`src/rtl/display_scan_driver.sv`:
```
// Time-multiplexed seven-segment scan driver: prescaled digit scan, frame-synchronous
// shadow register, per-digit enables, decimal points and leading-zero blanking.
module display_scan_driver #(
  parameter int N_DIGITS    = 8,
  parameter int REFRESH_DIV = 100000,
  parameter int IDX_W       = $clog2(N_DIGITS)
) (
  input  logic                  clk,
  input  logic                  reset,
  input  logic [4*N_DIGITS-1:0] hex_in,
  input  logic [N_DIGITS-1:0]   dp_in,
  input  logic                  load,
  input  logic [N_DIGITS-1:0]   digit_en,
  input  logic                  blank_lz,
  output logic [N_DIGITS-1:0]   anode,
  output logic [6:0]            seg,
  output logic                  dp,
  output logic [IDX_W-1:0]      digit_idx,
  output logic                  frame_done
);

  localparam int PW = (REFRESH_DIV > 1) ? $clog2(REFRESH_DIV) : 1;
  localparam logic [PW-1:0]    PRE_MAX = PW'(REFRESH_DIV - 1);
  localparam logic [IDX_W-1:0] IDX_MAX = IDX_W'(N_DIGITS - 1);

  logic [PW-1:0]         pre_cnt;
  logic                  tick;
  logic                  wrap;
  logic [4*N_DIGITS-1:0] pending_hex;
  logic [N_DIGITS-1:0]   pending_dp;
  logic                  pend_v;
  logic [4*N_DIGITS-1:0] shadow_hex;
  logic [N_DIGITS-1:0]   shadow_dp;
  logic [N_DIGITS-1:0]   blank;
  logic                  lz_run;
  logic [N_DIGITS-1:0]   onehot;
  logic [3:0]            cur_nib;
  logic                  cur_dp;
  logic                  cur_on;

  assign tick = (pre_cnt == PRE_MAX);
  assign wrap = tick && (digit_idx == IDX_MAX);

  function automatic logic [6:0] hex7(input logic [3:0] n);
    case (n)
      4'h0: hex7 = 7'h40;
      4'h1: hex7 = 7'h79;
      4'h2: hex7 = 7'h24;
      4'h3: hex7 = 7'h30;
      4'h4: hex7 = 7'h19;
      4'h5: hex7 = 7'h12;
      4'h6: hex7 = 7'h02;
      4'h7: hex7 = 7'h78;
      4'h8: hex7 = 7'h00;
      4'h9: hex7 = 7'h10;
      4'hA: hex7 = 7'h08;
      4'hB: hex7 = 7'h03;
      4'hC: hex7 = 7'h46;
      4'hD: hex7 = 7'h21;
      4'hE: hex7 = 7'h06;
      default: hex7 = 7'h0E;
    endcase
  endfunction

  always_ff @(posedge clk or posedge reset) begin
    if (reset) begin
      pre_cnt    <= '0;
      digit_idx  <= '0;
      frame_done <= 1'b0;
    end else begin
      pre_cnt    <= tick ? '0 : pre_cnt + 1'b1;
      frame_done <= wrap;
      if (tick)
        digit_idx <= wrap ? '0 : digit_idx + 1'b1;
    end
  end

  // A load coinciding with the wrap bypasses pending straight into shadow.
  always_ff @(posedge clk or posedge reset) begin
    if (reset) begin
      pending_hex <= '0;
      pending_dp  <= '0;
      pend_v      <= 1'b0;
      shadow_hex  <= '0;
      shadow_dp   <= '0;
    end else if (wrap) begin
      pend_v <= 1'b0;
      if (load) begin
        shadow_hex <= hex_in;
        shadow_dp  <= dp_in;
      end else if (pend_v) begin
        shadow_hex <= pending_hex;
        shadow_dp  <= pending_dp;
      end
    end else if (load) begin
      pending_hex <= hex_in;
      pending_dp  <= dp_in;
      pend_v      <= 1'b1;
    end
  end

  // Blanking run starts at the top digit and stops at the first nonzero nibble or lit dp.
  always_comb begin
    blank  = '0;
    lz_run = 1'b1;
    for (int unsigned j = 0; j < N_DIGITS - 1; j++) begin
      lz_run = lz_run && (shadow_hex[4*(N_DIGITS-1-j) +: 4] == 4'h0)
                      && !shadow_dp[N_DIGITS-1-j];
      blank[N_DIGITS-1-j] = lz_run && blank_lz;
    end
  end

  always_comb begin
    onehot  = '0;
    cur_nib = '0;
    cur_dp  = 1'b0;
    cur_on  = 1'b0;
    for (int unsigned k = 0; k < N_DIGITS; k++) begin
      if (IDX_W'(k) == digit_idx) begin
        onehot[k] = 1'b1;
        cur_nib   = shadow_hex[4*k +: 4];
        cur_dp    = shadow_dp[k];
        cur_on    = digit_en[k] && !blank[k];
      end
    end
  end

  always_ff @(posedge clk or posedge reset) begin
    if (reset) begin
      anode <= '1;
      seg   <= 7'h7F;
      dp    <= 1'b1;
    end else if (cur_on) begin
      anode <= ~onehot;
      seg   <= hex7(cur_nib);
      dp    <= ~cur_dp;
    end else begin
      anode <= '1;
      seg   <= 7'h7F;
      dp    <= 1'b1;
    end
  end

endmodule

```
`config.mk`:
```
export PLATFORM = sky130hd
export DESIGN_NAME = display_scan_driver
export DESIGN_NICKNAME = d
export VERILOG_FILES = /design/src/rtl/display_scan_driver.sv
export SDC_FILE = /design/constraint.sdc
export NUM_CORES = 1
export LEC_CHECK = 0
export BUFFER_PORTS_ARGS = -buffer_cell sky130_fd_sc_hd__buf_2
export CAP_MARGIN = 10
export CELL_PAD_IN_SITES_DETAIL_PLACEMENT = 1
export CELL_PAD_IN_SITES_GLOBAL_PLACEMENT = 1
export CORE_MARGIN = 2
export CORE_UTILIZATION = 33
export DETAILED_ROUTE_END_ITERATION = 8
export HOLD_SLACK_MARGIN = 0.05
export PLACE_DENSITY_LB_ADDON = 0.1
export SETUP_SLACK_MARGIN = 0.5
export SLEW_MARGIN = 10
export SYNTH_ARGS = -nofsm -noshare
export SYNTH_HDL_FRONTEND = slang
export SYNTH_SLANG_ARGS = --single-unit
export TNS_END_PERCENT = 1
```
`constraint.sdc`:
```
create_clock -name clk -period 9.5 [get_ports clk]
set_input_delay 0.95 -clock clk [delete_from_list [all_inputs] [get_ports clk]]
set_output_delay 0.95 -clock clk [all_outputs]
set_load 0.02 [all_outputs]
```
# After elaboration in Yosys (flattened, before gate mapping)

Memories as Yosys holds them, arrays and structs flattened.
Cells that the tools add are included.

Input port bits: 52
Register bits after elaboration: 118
Word-level logic and storage cells: 123
Bits in read-only memories: 112
Memories: 1
Output and inout port bits: 20

Bitwise logic cells: 3
Equal/unequal tests: 9
$add $sub $neg: 2
Reductions and logical operators: 54
Mux-type cells: 43

Memory list:

| memory           | depth | width | read ports | clocked after Yosys merged registers in | wr ports | RTL line | RTL |
|---|---|---|---|---|---|---|---|
| (name not given) | 16    | 7     | 1          | 0                                       | 0        | 45       | `case (n)` |

Operators with widths:

| kind                  | count |
|---|---|
| $mux 32               | 2 |
| $mux 4                | 8 |
| $logic_and 1x1->1     | 28 |
| $logic_not 4->1       | 7 |
| $mux 1                | 27 |
| $mux 8                | 3 |
| $add 17x1->17 const B | 1 |
| $eq 17x17->1 const B  | 1 |
| $mux 17               | 1 |
| $logic_not 1->1       | 14 |
| $eq 3x3->1 const A    | 4 |
| $not 8->8             | 1 |
| $mux 7                | 1 |
| $eq 2x3->1 const A    | 2 |
| $reduce_and 2->1      | 2 |
| $reduce_bool 2->1     | 2 |
| $add 3x1->3 const B   | 1 |
| $eq 1x3->1 const A    | 1 |
| $eq 3x3->1 const B    | 1 |
| $logic_not 3->1       | 1 |
| $mux 3                | 1 |
| $not 1->1             | 2 |

# Logic depth before layout (Yosys ltp)

Gate-level depths: netlist (run 1).

Depth in word-level cells: 25
Mapped depth: 14
Gate-level depth less buffers: 12

# Worst setup path after synthesis (run 1)

No wires, ideal clock.

Path type: flip-flop to flip-flop
Start: reg digit_idx[2]
End: reg seg[3]
Clock period less this slack: 2.979 ns
Library setup time: 0.098 ns
Required time: 9.402 ns
Setup slack: 6.521 ns
Arrival: 2.881 ns
Buffers on the path: 1
Stages on the path, launching flop included: 14
Cell sequence: dfrtp_1 clkbuf_1 clkinv_1 ha_1 or2_2 a211oi_1 o22ai_1 a21oi_1 inv_1 ha_1 inv_1 nor3_1 a211oi_1 o21ai_0

Word-level cells in the longest chain between the ends: 11
Elaborated cells on any way between the ends: 26
Those cells by class: 7 x eq/ne; 17 x mux; 1 x reduce/logical; 1 x memory

RTL lines:

| item                     | RTL line | RTL |
|---|---|---|
| start: declaration       | 18       | `output logic [IDX_W-1:0] digit_idx,` |
| start signal: assignment | 74       | `digit_idx <= wrap ? '0 : digit_idx + 1'b1;` |
| $logic_not 3->1          | 119      | `if (IDX_W'(k) == digit_idx) begin` |
| $mux 4 (8 in series)     | 119      |  |
| $mem_v2 16x7             | -        |  |
| $mux 7 (*)               | 133      | `end else if (cur_on) begin` |
| end signal: assignment   | 135      | `seg <= hex7(cur_nib);` |
| end: declaration         | 16       | `output logic [6:0] seg,` |

Mark *: on every way between the ends. The rest lies on a longest branch, timed or not.
A chain may end at the register's enable or synchronous reset.

# Final worst setup path (run 1)

Ends and elaborated chain as after synthesis.

==> impl_summary.md, run 1 <==
Critical path
The launching element type of the critical path is a flop. The worst setup path startpoint is digit_idx[2]. The cell with the largest stage delay on the worst path is sky130_fd_sc_hd__dfrtp_1. The largest fanout of any net on the critical path is 22. The class of the most critical setup path is reg2reg. The endpoint class of the critical path is a flop. On the worst path, the slowest cell contributes a delay of 0.79 ns. The worst endpoint data arrival time is 4.37 ns. The startpoint of the worst register-to-register path is digit_idx[2]. The signal on the critical path passes through clkinv_1, ha_1, or2_2, a211oi_1, o22ai_1, a21oi_1, inv_1, ha_1, inv_1, nor3_1, a211oi_1, o21ai_0. At the worst endpoint, the required time is 9.79 ns.

Detailed routing
The detailed router placed 4359 vias in this run. The average routed wire per standard cell is 18.0 um. The routed wire length is 15500 um. The via count normalized by instance count is 5.06.

The pre-antenna-repair detailed-routing pass consisted of 4 iterations. After detailed routing, the number of remaining DRC violations is 0. The final antenna-violating net count is 0. In this run, the number of DRC markers left after iteration 0 of detailed routing was 194.

Floorplan
Once the floorplan was initialized, standard cells occupied approximately a third of the core. The I/O pin count is around 70. The number of standard-cell rows in the floorplan is 50. The overall die width is 141 um. The area of the die is 20000 um^2. The floorplan step set the die height to 141 um. After floorplanning, the core was sized to cover 18600 um^2.

Global route
For met3 alone, demand over resource in global routing was 3.75%. After global routing the overflow that remains totals 0. The met2 capacity usage during global routing is between 20% and 30%.

The initial antenna violation count was 0. The met1 track demand over resource in global routing is between 20 and 25%. met2 is the most crowded layer. The first global-routing pass estimated 25900 um of wire.

Entering global routing, the biggest net connects 72 pins. The number of global-route vias before repair was 4771. The overall routing resource usage is 16.7%.

Clock network
After clock tree synthesis, the clock-pin slew on the worst setup and hold paths is 0.06 ns. Once the clock tree was built, the resizer swapped 0 gates to a different size. The count of clock tree sinks is 118. The CTS tree is built. In this run the clock root is driven by a sky130_fd_sc_hd__clkbuf_16. In this run, CTS created clock tree buffers numbering 17. The post-CTS setup buffer count is 0. The later pin in the worst-skew pair is clocked with a latency of about 0.42 ns. The hold-fix buffer count after cts is 0. The count of H-tree levels built during CTS is 4. Counting along the longest clock path gives a buffer depth of 2.

STA
The total count of hold-check failures in the final report was 0. The share of the clock period used by the worst path is 42.9%. The worst path in the final design needs a cycle of 4.07 ns, including I/O delays and setup. The setup violation total in the final timing report is 0. The number of max-slew violations in the final report was 0. Static timing analysis puts the maximum clock frequency at 0.245 GHz.

For the pin with the worst max-slew slack, the measured transition is 1.08 ns. On the final layout, the worst clock skew is 0.0104 ns. In this run the tightest slew margin relative to its limit is 27.6%. Setup repair after global routing left no endpoint under its margin. The total negative slack is 0 ns.

Synthesis
The most used flip-flop cell after synthesis is sky130_fd_sc_hd__dfrtp_1. Synthesis produced 554 cells. The post-synthesis async set-or-reset flop share is 100%. Counting flops and latches in the post-synthesis netlist gives 118. The average footprint of a synthesized cell is 11.2 um^2.

The count of flip-flops with a built-in enable after synthesis is 0. The sequential element share of the synthesized area is 47.8%. During synthesis, Yosys emitted a total of 0 warnings. The number of unique standard cell types used by synthesis is 60. The cell area after technology mapping is 6220 um^2.

When the netlist entered floorplanning its net count stood at 619.

Power
The static power due to leakage is 3.32 nW. Across the VDD grid, the largest voltage drop is 117 uV. The power density of the placed cells is approximately 180 nW/um^2.

Finish
The final net count is 679. The share of final-layout standard cells stronger than drive strength 1 is around 33%. The count of filler cells inserted in the layout is 2019. The number of antenna diodes in the final layout is 0. The area growth from synthesis to layout is 17.3%. The utilization of the core after routing is 39.3%.

Outcome
The flow ran to the end, and the final reports show no timing, DRC or antenna violations.

Placement
The congestion estimate from routability-driven global placement came to between 0.8 and 0.9. The port buffer count is 71. The final HPWL from detailed placement is 10800 um.

Flow run
The number of violations of the max-capacitance limit is 0.

Min path
The min-delay analysis places its worst path in the category reg2reg. The worst min-delay path startpoint is pend_v.
## power breakdown
group          internal [mW]  total [mW]  switching [mW]
Combinational         0.0471      0.0938          0.0467
Clock                  0.459       0.699           0.241
Sequential             0.524       0.534          0.0100
## layer usage
layer / part of all wire (%) / up-vias / wire (um)
met2: 48 / 72 / 7430
met5: 0 / - / 0
met4: 1.4 / 0 / 212
met1: 47 / 2188 / 7330
met3: 3.5 / 16 / 548
li1: - / 2083 / -
## per-stage QoR
stage          power [mW]  setup slack (ns)  instance area (um^2)  hold WS, ns  cells
4_1_cts              1.35              5.50                  7300        0.488    861
6_report             1.33              5.43                  7300        0.488    861
3_3_place_gp        0.636              5.78                  6660        0.462    829
2_1_floorplan       0.609              5.45                  6220        0.444    554
3_5_place_dp        0.639              5.50                  6660        0.473    829
5_1_grt              1.38              5.11                  7300        0.514    861
## synth_stat cells, types with 5 or more instances
master                     number  share of area [%]
sky130_fd_sc_hd__clkbuf_1      17                1.0
sky130_fd_sc_hd__xnor2_1        6               0.84
sky130_fd_sc_hd__nand3_1       19                1.5
sky130_fd_sc_hd__a21oi_2       35                4.9
sky130_fd_sc_hd__ha_1          13                2.6
sky130_fd_sc_hd__nor2_1        63                3.8
sky130_fd_sc_hd__nand2_1       30                1.8
sky130_fd_sc_hd__nor2b_1        8               0.80
sky130_fd_sc_hd__a21oi_1       32                2.6
sky130_fd_sc_hd__inv_1         12               0.72
sky130_fd_sc_hd__nand3b_1       9                1.1
sky130_fd_sc_hd__buf_4          6               0.72
sky130_fd_sc_hd__xor2_1         9                1.3
sky130_fd_sc_hd__dfstp_2       16                6.8
sky130_fd_sc_hd__nand4_1        5               0.50
sky130_fd_sc_hd__mux2_4        40                9.7
sky130_fd_sc_hd__o21ai_0       10               0.80
sky130_fd_sc_hd__mux2i_1       41                6.6
sky130_fd_sc_hd__dfrtp_1      102                 41
## worst paths after layout
path,end,slack [ns],cells past startpoint
worst max register to register,seg[3],5.43,12
worst max-delay path,seg[3],5.43,12
max in group asynchronous,shadow_hex[11],7.62,3
min in group asynchronous,pending_hex[24],0.70,2
worst min-delay path,pend_v,0.49,2
worst min register to register,pend_v,0.49,2
## flip-flops by register name, summed over array words and instances, names as in the netlist
signal,flops
seg,7
anode,8
frame_done,1
digit_idx,3
pending_dp,8
pre_cnt,17
shadow_hex,32
pending_hex,32
pend_v,1
shadow_dp,8
dp,1
## layout by cell type, fill, tap and decap left out, types with 4 or more instances in the layout
| cell | n |
|---|---|
| sky130_fd_sc_hd__dfrtp_1 | 102 |
| sky130_fd_sc_hd__buf_2 | 71 |
| sky130_fd_sc_hd__nor2_1 | 63 |
| sky130_fd_sc_hd__mux2i_1 | 41 |
| sky130_fd_sc_hd__mux2_4 | 40 |
| sky130_fd_sc_hd__a21oi_2 | 35 |
| sky130_fd_sc_hd__a21oi_1 | 32 |
| sky130_fd_sc_hd__nand2_1 | 30 |
| sky130_fd_sc_hd__nand3_1 | 19 |
| sky130_fd_sc_hd__clkbuf_16 | 17 |
| sky130_fd_sc_hd__dfstp_2 | 16 |
| sky130_fd_sc_hd__ha_1 | 13 |
| sky130_fd_sc_hd__inv_1 | 11 |
| sky130_fd_sc_hd__o21ai_0 | 10 |
| sky130_fd_sc_hd__nand3b_1 | 9 |
| sky130_fd_sc_hd__xor2_1 | 9 |
| sky130_fd_sc_hd__nor2b_1 | 8 |
| sky130_fd_sc_hd__xnor2_1 | 6 |
| sky130_fd_sc_hd__nand4_1 | 5 |
| sky130_fd_sc_hd__and2_1 | 4 |
| sky130_fd_sc_hd__a211oi_1 | 4 |
| sky130_fd_sc_hd__or4_1 | 4 |
| sky130_fd_sc_hd__o211ai_1 | 4 |
| sky130_fd_sc_hd__a21o_1 | 4 |
| sky130_fd_sc_hd__o221ai_1 | 4 |
| sky130_fd_sc_hd__bufinv_16 | 4 |
## area by class of cell
type	instances	area (um^2)	share of cell area (%)
tap	234	293	4.01
timing repair buffer	74	378	5.18
clock buffer	20	467	6.39
multi-input combinational	390	2960	40.6
clock inverter	12	175	2.40
sequential	118	2970	40.7
inverter	13	51.3	0.703
## critical path: cells and delay by family, from the launching register on
kind            cells  cell delay [ns]
simple gates        2             0.45
flops               1             0.79
compound gates      5             1.22
fa+ha+maj           2             0.77
buf+inv             3             0.70
## cells by family (layout without fill, tap and decap cells)
logic type	after synthesis	in the layout	synth area share, %
XOR/XNOR	15	15	2.11
flip-flops	118	118	47.8
AO/OA/AOI/OAI	113	113	12.8
adder cells (fa/ha/maj)	13	13	2.61
multiplexers	81	81	16.2
buffers and inverters	46	119	4.68
AND/OR/NAND/NOR	168	168	13.8
No activity file was read; power rests on OpenSTA's default activity.
==> run 2, diff against run 1 <==
==> constraint.sdc (replaced) <==
create_clock -name clk -period 4 [get_ports clk]
set_input_delay 0.4 -clock clk [delete_from_list [all_inputs] [get_ports clk]]
set_output_delay 0.4 -clock clk [all_outputs]
set_load 0.02 [all_outputs]
==> run 2 against run 1 <==
Compared with the run above: utilization increased by 0.57 points; sequential cell count unchanged; wire length about the same; worst hold slack got worse by 0.39 ns; non-clock buffer count up 8; die area unchanged; sequential power rose by 140%; clock skew shrank 0.0028 ns; maximum frequency is 35% higher; via count hardly changed; worst setup slack lost 4.5 ns; critical endpoint unchanged; highest routed layer unchanged.
==> impl_summary.md, run 2 (synthesized netlist as in run 1, its figures left out) <==
Clock network
The maximum number of buffers from clock root to sink is 2. The hold-fix buffer count after cts is 0. The clock-pin slew on the worst setup and hold paths is 0.06 ns.

Clock tree synthesis found a total of 118 sinks. TritonCTS built the clock tree. The post-CTS setup buffer count is 0.

The post-cts gate resize count is 0. The count of H-tree levels built during CTS is 4. The number of buffers created by CTS is 17.

For the worst-skew pair, the clock arrives at the later sink with an insertion delay of between 0.4 and 0.5 ns. The root buffer cell chosen for the clock tree is sky130_fd_sc_hd__clkbuf_16.

Floorplan
Once the floorplan was initialized, standard cells occupied about 33% of the core. The floorplan die height is 141 um. The area of the core region is 18600 um^2.

During I/O placement, the number of pins put on the boundary was 72. The die covers 20000 um^2. The floorplan has 50 rows. The floorplan step set the die width to 141 um.

Detailed routing
The final antenna-violating net count is 0. The routed wire length is 15500 um. For this block, the initial DRC count from the detailed router was 177. The total vias in the final route is 4357. The post-detailed-route DRC marker count is 0.

Before antenna repair, the detailed router went through 4 iterations. Dividing the detail-routed wire length by the instance count gives 17.9 um. The via count normalized by instance count is ~5.0.

Power
The power share of the combinational group is under 10%. The internal power is 2.52 mW. The post-route total power is 3.23 mW. The net switching component of the power is 0.708 mW. The proportion of total power due to net switching is between 20% and 30%. In this run, the clock network consumes between 50% and 60% of the power.

For this design the ratio of total power to cell area is 436 nW/um^2. Summed over all cells, the static leakage comes to 3.37 nW. The worst-case IR drop observed on VDD is 307 uV.

The power share of the sequential group is ~39%.

STA
Headroom to the max-slew limit came out at 44.9%. The final critical path takes up 75.7% of the cycle. For the pin with the worst max-slew slack, the measured transition is between 0.8 and 0.9 ns.

For the finished layout, the period the worst path requires is roughly 3.0 ns. The number of max-slew violations in the final report is 0. Setup violations remaining at the end of the flow were counted as 0. Timing would allow up to around 0.33 GHz. The total count of hold-check failures in the final report is 0. In the final timing run, aggregate negative setup slack is 0 ns. Setup repair after global routing left no endpoint under its margin.

The final critical-path setup slack is 0.972 ns. The worst clock skew is 0.00766 ns.

Global route
The initial antenna violation count is 0. The total congestion overflow after global routing is 0. The number of global-route vias before repair came to 4669. In the global route stage, overall resource usage came out at 16.7%. The first global-routing pass estimated approximately 26000 um of wire. The maximum number of pins on one net before global-route repair is 119.

Finish
The count of filler cells inserted in the layout is 2050. The largest registers in the layout are pending_hex x32, shadow_hex x32, pre_cnt x17. Of the cells placed in the final design, the portion with a size suffix greater than 1 is ~33%. In the layout the commonest cells are sky130_fd_sc_hd__dfrtp_1, sky130_fd_sc_hd__buf_2, sky130_fd_sc_hd__nor2_1. The count of inserted antenna diode cells is 0. The leading cell type in the layout, fill and taps excluded is sky130_fd_sc_hd__dfrtp_1. The post-synthesis to final-layout area growth is 19.0%. The final net count is 687.

Flow run
The tool flagged a number of max-cap violations equal to 0.

Critical path
In this run the critical register-to-register path is launched from digit_idx[1]. The class of the most critical setup path is reg2reg. STA classifies the critical path endpoint as a flop. The largest fanout of any net on the critical path is 9. The most critical setup path has its startpoint at digit_idx[1]. The required time of the critical path is 4.34 ns. STA classifies the critical path startpoint as a flop. Data on the critical path arrives at its endpoint at 3.37 ns.

Placement
The congestion estimate from routability-driven global placement came to 0.856. The port buffer count is between 70 and 80. The final HPWL from detailed placement is between 10000 and 15000 um. The worst slack after detailed placement is 0.985 ns.

Min path
The min-delay analysis places its worst path in the category in2async.

Outcome
The run finished with clean final reports.
## run 2: final timing paths
check / end / slack (ns) / cells after the start
worst max-delay path: seg[3] / 0.97 / 12
worst min-delay path: pending_hex[24] / 0.1 / 3
worst max register to register: seg[3] / 0.97 / 12
worst min register to register: pend_v / 0.47 / 2
max in group asynchronous: pre_cnt[6] / 3.31 / 3
min in group clk: pending_hex[12] / 0.22 / 2
## run 2: metal layers
metal	track usage, %	share of wire, %	wire length (um)	vias to the layer above
met3	4.56	3.5	544	20
met5	0	0	0	-
met2	25.6	46	7200	68
met1	22.8	48	7480	2174
li1	-	-	-	2095
met4	6.00	1.9	289	0
## run 2: worst max-delay path: stages, from the launching register on
cell	delay, ns
sky130_fd_sc_hd__dfrtp_1	0.44
sky130_fd_sc_hd__ha_1	0.23
sky130_fd_sc_hd__ha_1	0.30
sky130_fd_sc_hd__buf_4	0.20
sky130_fd_sc_hd__nor2b_1	0.13
sky130_fd_sc_hd__o31ai_1	0.22
sky130_fd_sc_hd__a21oi_1	0.14
sky130_fd_sc_hd__o21ai_1	0.40
sky130_fd_sc_hd__inv_1	0.19
sky130_fd_sc_hd__ha_1	0.31
sky130_fd_sc_hd__nand3_1	0.10
sky130_fd_sc_hd__a21oi_1	0.17
sky130_fd_sc_hd__o21ai_0	0.11
## run 2: layout make-up
class	count	area, um^2	area share [%]
inverter	13	52.6	0.710
clock inverter	13	229	3.09
clock buffer	19	433	5.85
multi-input combinational	390	2960	40.0
timing repair buffer	82	463	6.25
tap	234	293	3.95
sequential	118	2970	40.1
## run 2: stage by stage
stage / cells / cell area (um^2) / hold WS [ns] / utilization [%]
after floorplan: 554 / 6230 / 0.444 / -
after global routing: 869 / 7410 / 0.196 / 39.9
after CTS: 869 / 7410 / 0.185 / 39.9
after detailed placement: 837 / 6740 / 0.468 / 36.3
final: 869 / 7410 / 0.0957 / 39.9
after global placement: 837 / 6740 / 0.458 / 36.3
## run 2: power by group through the flow
stage	Combinational, mW	Sequential, mW	Clock (mW)
5_1_grt	0.248	1.27	1.83
2_1_floorplan	0.160	1.29	0
4_1_cts	0.232	1.27	1.78
3_3_place_gp	0.226	1.29	0
6_report	0.224	1.27	1.74
3_5_place_dp	0.232	1.29	0
==> run 3, diff against run 2 <==
==> constraint.sdc (replaced) <==
create_clock -name clk -period 2.7 [get_ports clk]
set_input_delay 0.27 -clock clk [delete_from_list [all_inputs] [get_ports clk]]
set_output_delay 0.27 -clock clk [all_outputs]
set_load 0.02 [all_outputs]
==> run 3 against run 2 <==
Compared with the run above: register-to-register slack lost 0.85 ns; final area grew 3.6%; global-route usage grew 0.16 points; first-iteration DRC count shrank 25%; largest cell class is now multi-input combinational cells.
==> impl_summary.md, run 3 (synthesized netlist as in run 1, its figures left out) <==
Detailed routing
Dividing the detail-routed wire length by the instance count gives around 18 um. The final antenna-violating net count is 0. The via count normalized by instance count is 4.98.

The routed wire length is ~16000 um. For this run, design rule violations remaining after detail routing come to 0. The total vias in the final route is ~4400. After the first detailed-routing iteration, the DRC count stood at 133. The first TritonRoute pass finished after 4 iterations.

STA
The share of the clock period used by the worst path is 95.3%. Setup violations remaining at the end of the flow were counted as 0. The number of max-slew violations in the final report is 0. The total negative slack is 0 ns. Setup repair after global routing could not meet its margin everywhere. For the pin with the worst max-slew slack, the measured transition is 0.639 ns. The clock period minus worst slack is between 2 and 3 ns.

The worst clock skew is about 0.0074 ns. Based on the critical path, the design can be clocked at up to roughly 0.39 GHz. The total count of hold-check failures in the final report is 0. The relative slew slack is 57.4%.

Power
In this run the power spent charging and discharging nets is approximately 1 mW. The clock network is responsible for 51.0% of the overall power. Combinational logic is responsible for 7.8% of the overall power. The internal power is 3.56 mW. The post-route total power is 4.56 mW.

IR analysis of the VDD net gives a maximum drop of 415 uV. In this run the static leakage power is 3.52 nW. Net switching is between 20% and 30% of the power. The power density of the placed cells is 594 nW/um^2.

In this run, flip-flops and latches consume 41.2% of the power.

Finish
The multi-input combinational cells in the finished layout cover a total of 3010 um^2. After the last flow step, the layout net total stands at 713. The library cells used most frequently in the layout, excluding fill and tap cells, are sky130_fd_sc_hd__dfrtp_1, sky130_fd_sc_hd__buf_2, sky130_fd_sc_hd__nor2_1. Counting the fill cells in the layout gives 2000. After routing the design area is 7670 um^2.

The repair_antennas step left the layout with diodes totalling 0. The largest registers in the layout are pending_hex x32, shadow_hex x32, pre_cnt x17. Leaving out fill and tap cells, the most frequent cell in the layout is sky130_fd_sc_hd__dfrtp_1. The area of all sequential standard cells is about 3000 um^2. Compared with the post-synthesis result, the final layout area differs by 23.3%.

The post-route netlist has 37.9% of its cells at a drive strength greater than 1.

Floorplan
The floorplan die height is 141 um. In this run the count of I/O pins placed on the die edge is 72. For this configuration, the core starts out at a cell density of 33.5%. Row generation in the floorplan step produced 50 rows.

The area of the die is around 20000 um^2. The core region is 18600 um^2. From left edge to right edge, the die measures 141 um.

Clock network
The clock drives 118 sinks. The buffer cell driving the clock tree root is sky130_fd_sc_hd__clkbuf_16. The count of H-tree levels built during CTS is 4. The CTS tree is built. The clock passes through at most 2 buffers.

After clock tree synthesis, the clock-pin slew on the worst setup and hold paths is 0.06 ns. The insertion delay to the later sink of the worst-skew pair is 0.41 ns. In this run, CTS created clock tree buffers numbering 17.

Placement
The total placed instance area is 6940 um^2. Summed over all nets, the half-perimeter wirelength after detailed placement is 11400 um. Input and output buffers added on the ports amount to 71.

The congestion estimate from routability-driven global placement came to 0.810.

Outcome
The flow ran to the end, and the final reports show no timing, DRC or antenna violations.

Critical path
The launching element type of the critical path is a flop. The delay contributed by the slowest stage of the critical path is 0.51 ns. The largest fanout of any net on the critical path is 6. STA classifies the critical path endpoint as a flop. The cell with the largest stage delay on the worst path is sky130_fd_sc_hd__or4b_1.

At the worst endpoint, the required time is 2.99 ns. The worst setup path is of the reg2reg kind. The number of buffers and inverters on the critical path is 1. The critical path goes through or4b_1, or4_4, nor3_4, and2_4, nand2b_4, clkbuf_16, mux2_4. The worst endpoint data arrival time is approximately 2.9 ns.

Among cell families on the critical path, the largest total delay comes from simple AND/OR/NAND/NOR gates.

Global route
The initial antenna violation count is 0. The number of global-route vias before repair came to 4878. The maximum number of pins on one net before global-route repair is 119. The first global-routing pass estimated ~26000 um of wire. The overall routing resource usage is 16.8%.

For this run the aggregate overflow at the end of global routing stands at 0.

Flow run
The number of violations of the max-capacitance limit is 0.

Min path
The worst min-delay path class is in2async.
-- run 3: cell types whose count changed in the layout (fill, tap and decap cells not counted), sizes merged --
cell and delta:
clkbuf +4, buf +25, clkinvlp -1, bufinv -3, clkinv -1
-- run 3: layout make-up --
cell class,count,area share [%]
timing repair buffer,108,9.65
tap,234,3.81
clock buffer,22,6.31
multi-input combinational,390,39.2
inverter,13,0.685
sequential,118,38.8
clock inverter,8,1.60
-- run 3: repair_timing --
action,4_1_cts,5_1_grt
hold buffers,0,0
cloned,1,1
setup endpoints to repair,93,95
resized for setup,1,19
pin swaps,0,6
buffers inserted,0,3
-- run 3: worst paths after layout --
path,startpoint,endpoint,slack [ns],cells after the start
min reg2reg,pend_v,pend_v,0.48,2
max,pre_cnt[8],pending_hex[18],0.13,7
max reg2reg,pre_cnt[8],pending_hex[18],0.13,7
min,reset,pending_hex[24],0.04,3
min in group clk,hex_in[24],pending_hex[24],0.10,2
max in group asynchronous,reset,digit_idx[2],2.16,3
-- run 3: power by group through the flow --
stage	combinational (mW)	clock (mW)	sequential, mW
6_report	0.358	2.33	1.88
5_1_grt	0.390	2.47	1.89
4_1_cts	0.362	2.38	1.88
3_5_place_dp	0.354	0	1.91
3_3_place_gp	0.345	0	1.90
2_1_floorplan	0.237	0	1.91
-- run 3: through the flow --
step	setup slack (ns)	hold WS (ns)	utilization, %	cells
6_report	0.127	0.0397	41.3	893
5_1_grt	0.0134	0.0816	41.3	893
4_1_cts	0.0398	0.0634	40.8	889
3_5_place_dp	0.0619	0.467	37.3	858
3_3_place_gp	0.123	0.456	37.3	858
2_1_floorplan	-0.279	0.419	-	554
-- run 3: worst register-to-register path, stage by stage, from the launching register on --
cell and delay, ns:
sky130_fd_sc_hd__dfrtp_1 0.40, sky130_fd_sc_hd__or4b_1 0.51, sky130_fd_sc_hd__or4_4 0.47, sky130_fd_sc_hd__nor3_4 0.14, sky130_fd_sc_hd__and2_4 0.17, sky130_fd_sc_hd__nand2b_4 0.24, sky130_fd_sc_hd__clkbuf_16 0.22, sky130_fd_sc_hd__mux2_4 0.30
-- run 3: routing by layer --
metal / vias up / track usage [%] / wire length, um
met5: - / 0 / 0
met4: 0 / 4.74 / 210
met3: 18 / 4.66 / 543
met2: 63 / 26.2 / 7590
met1: 2219 / 23.2 / 7740
li1: 2149 / - / -
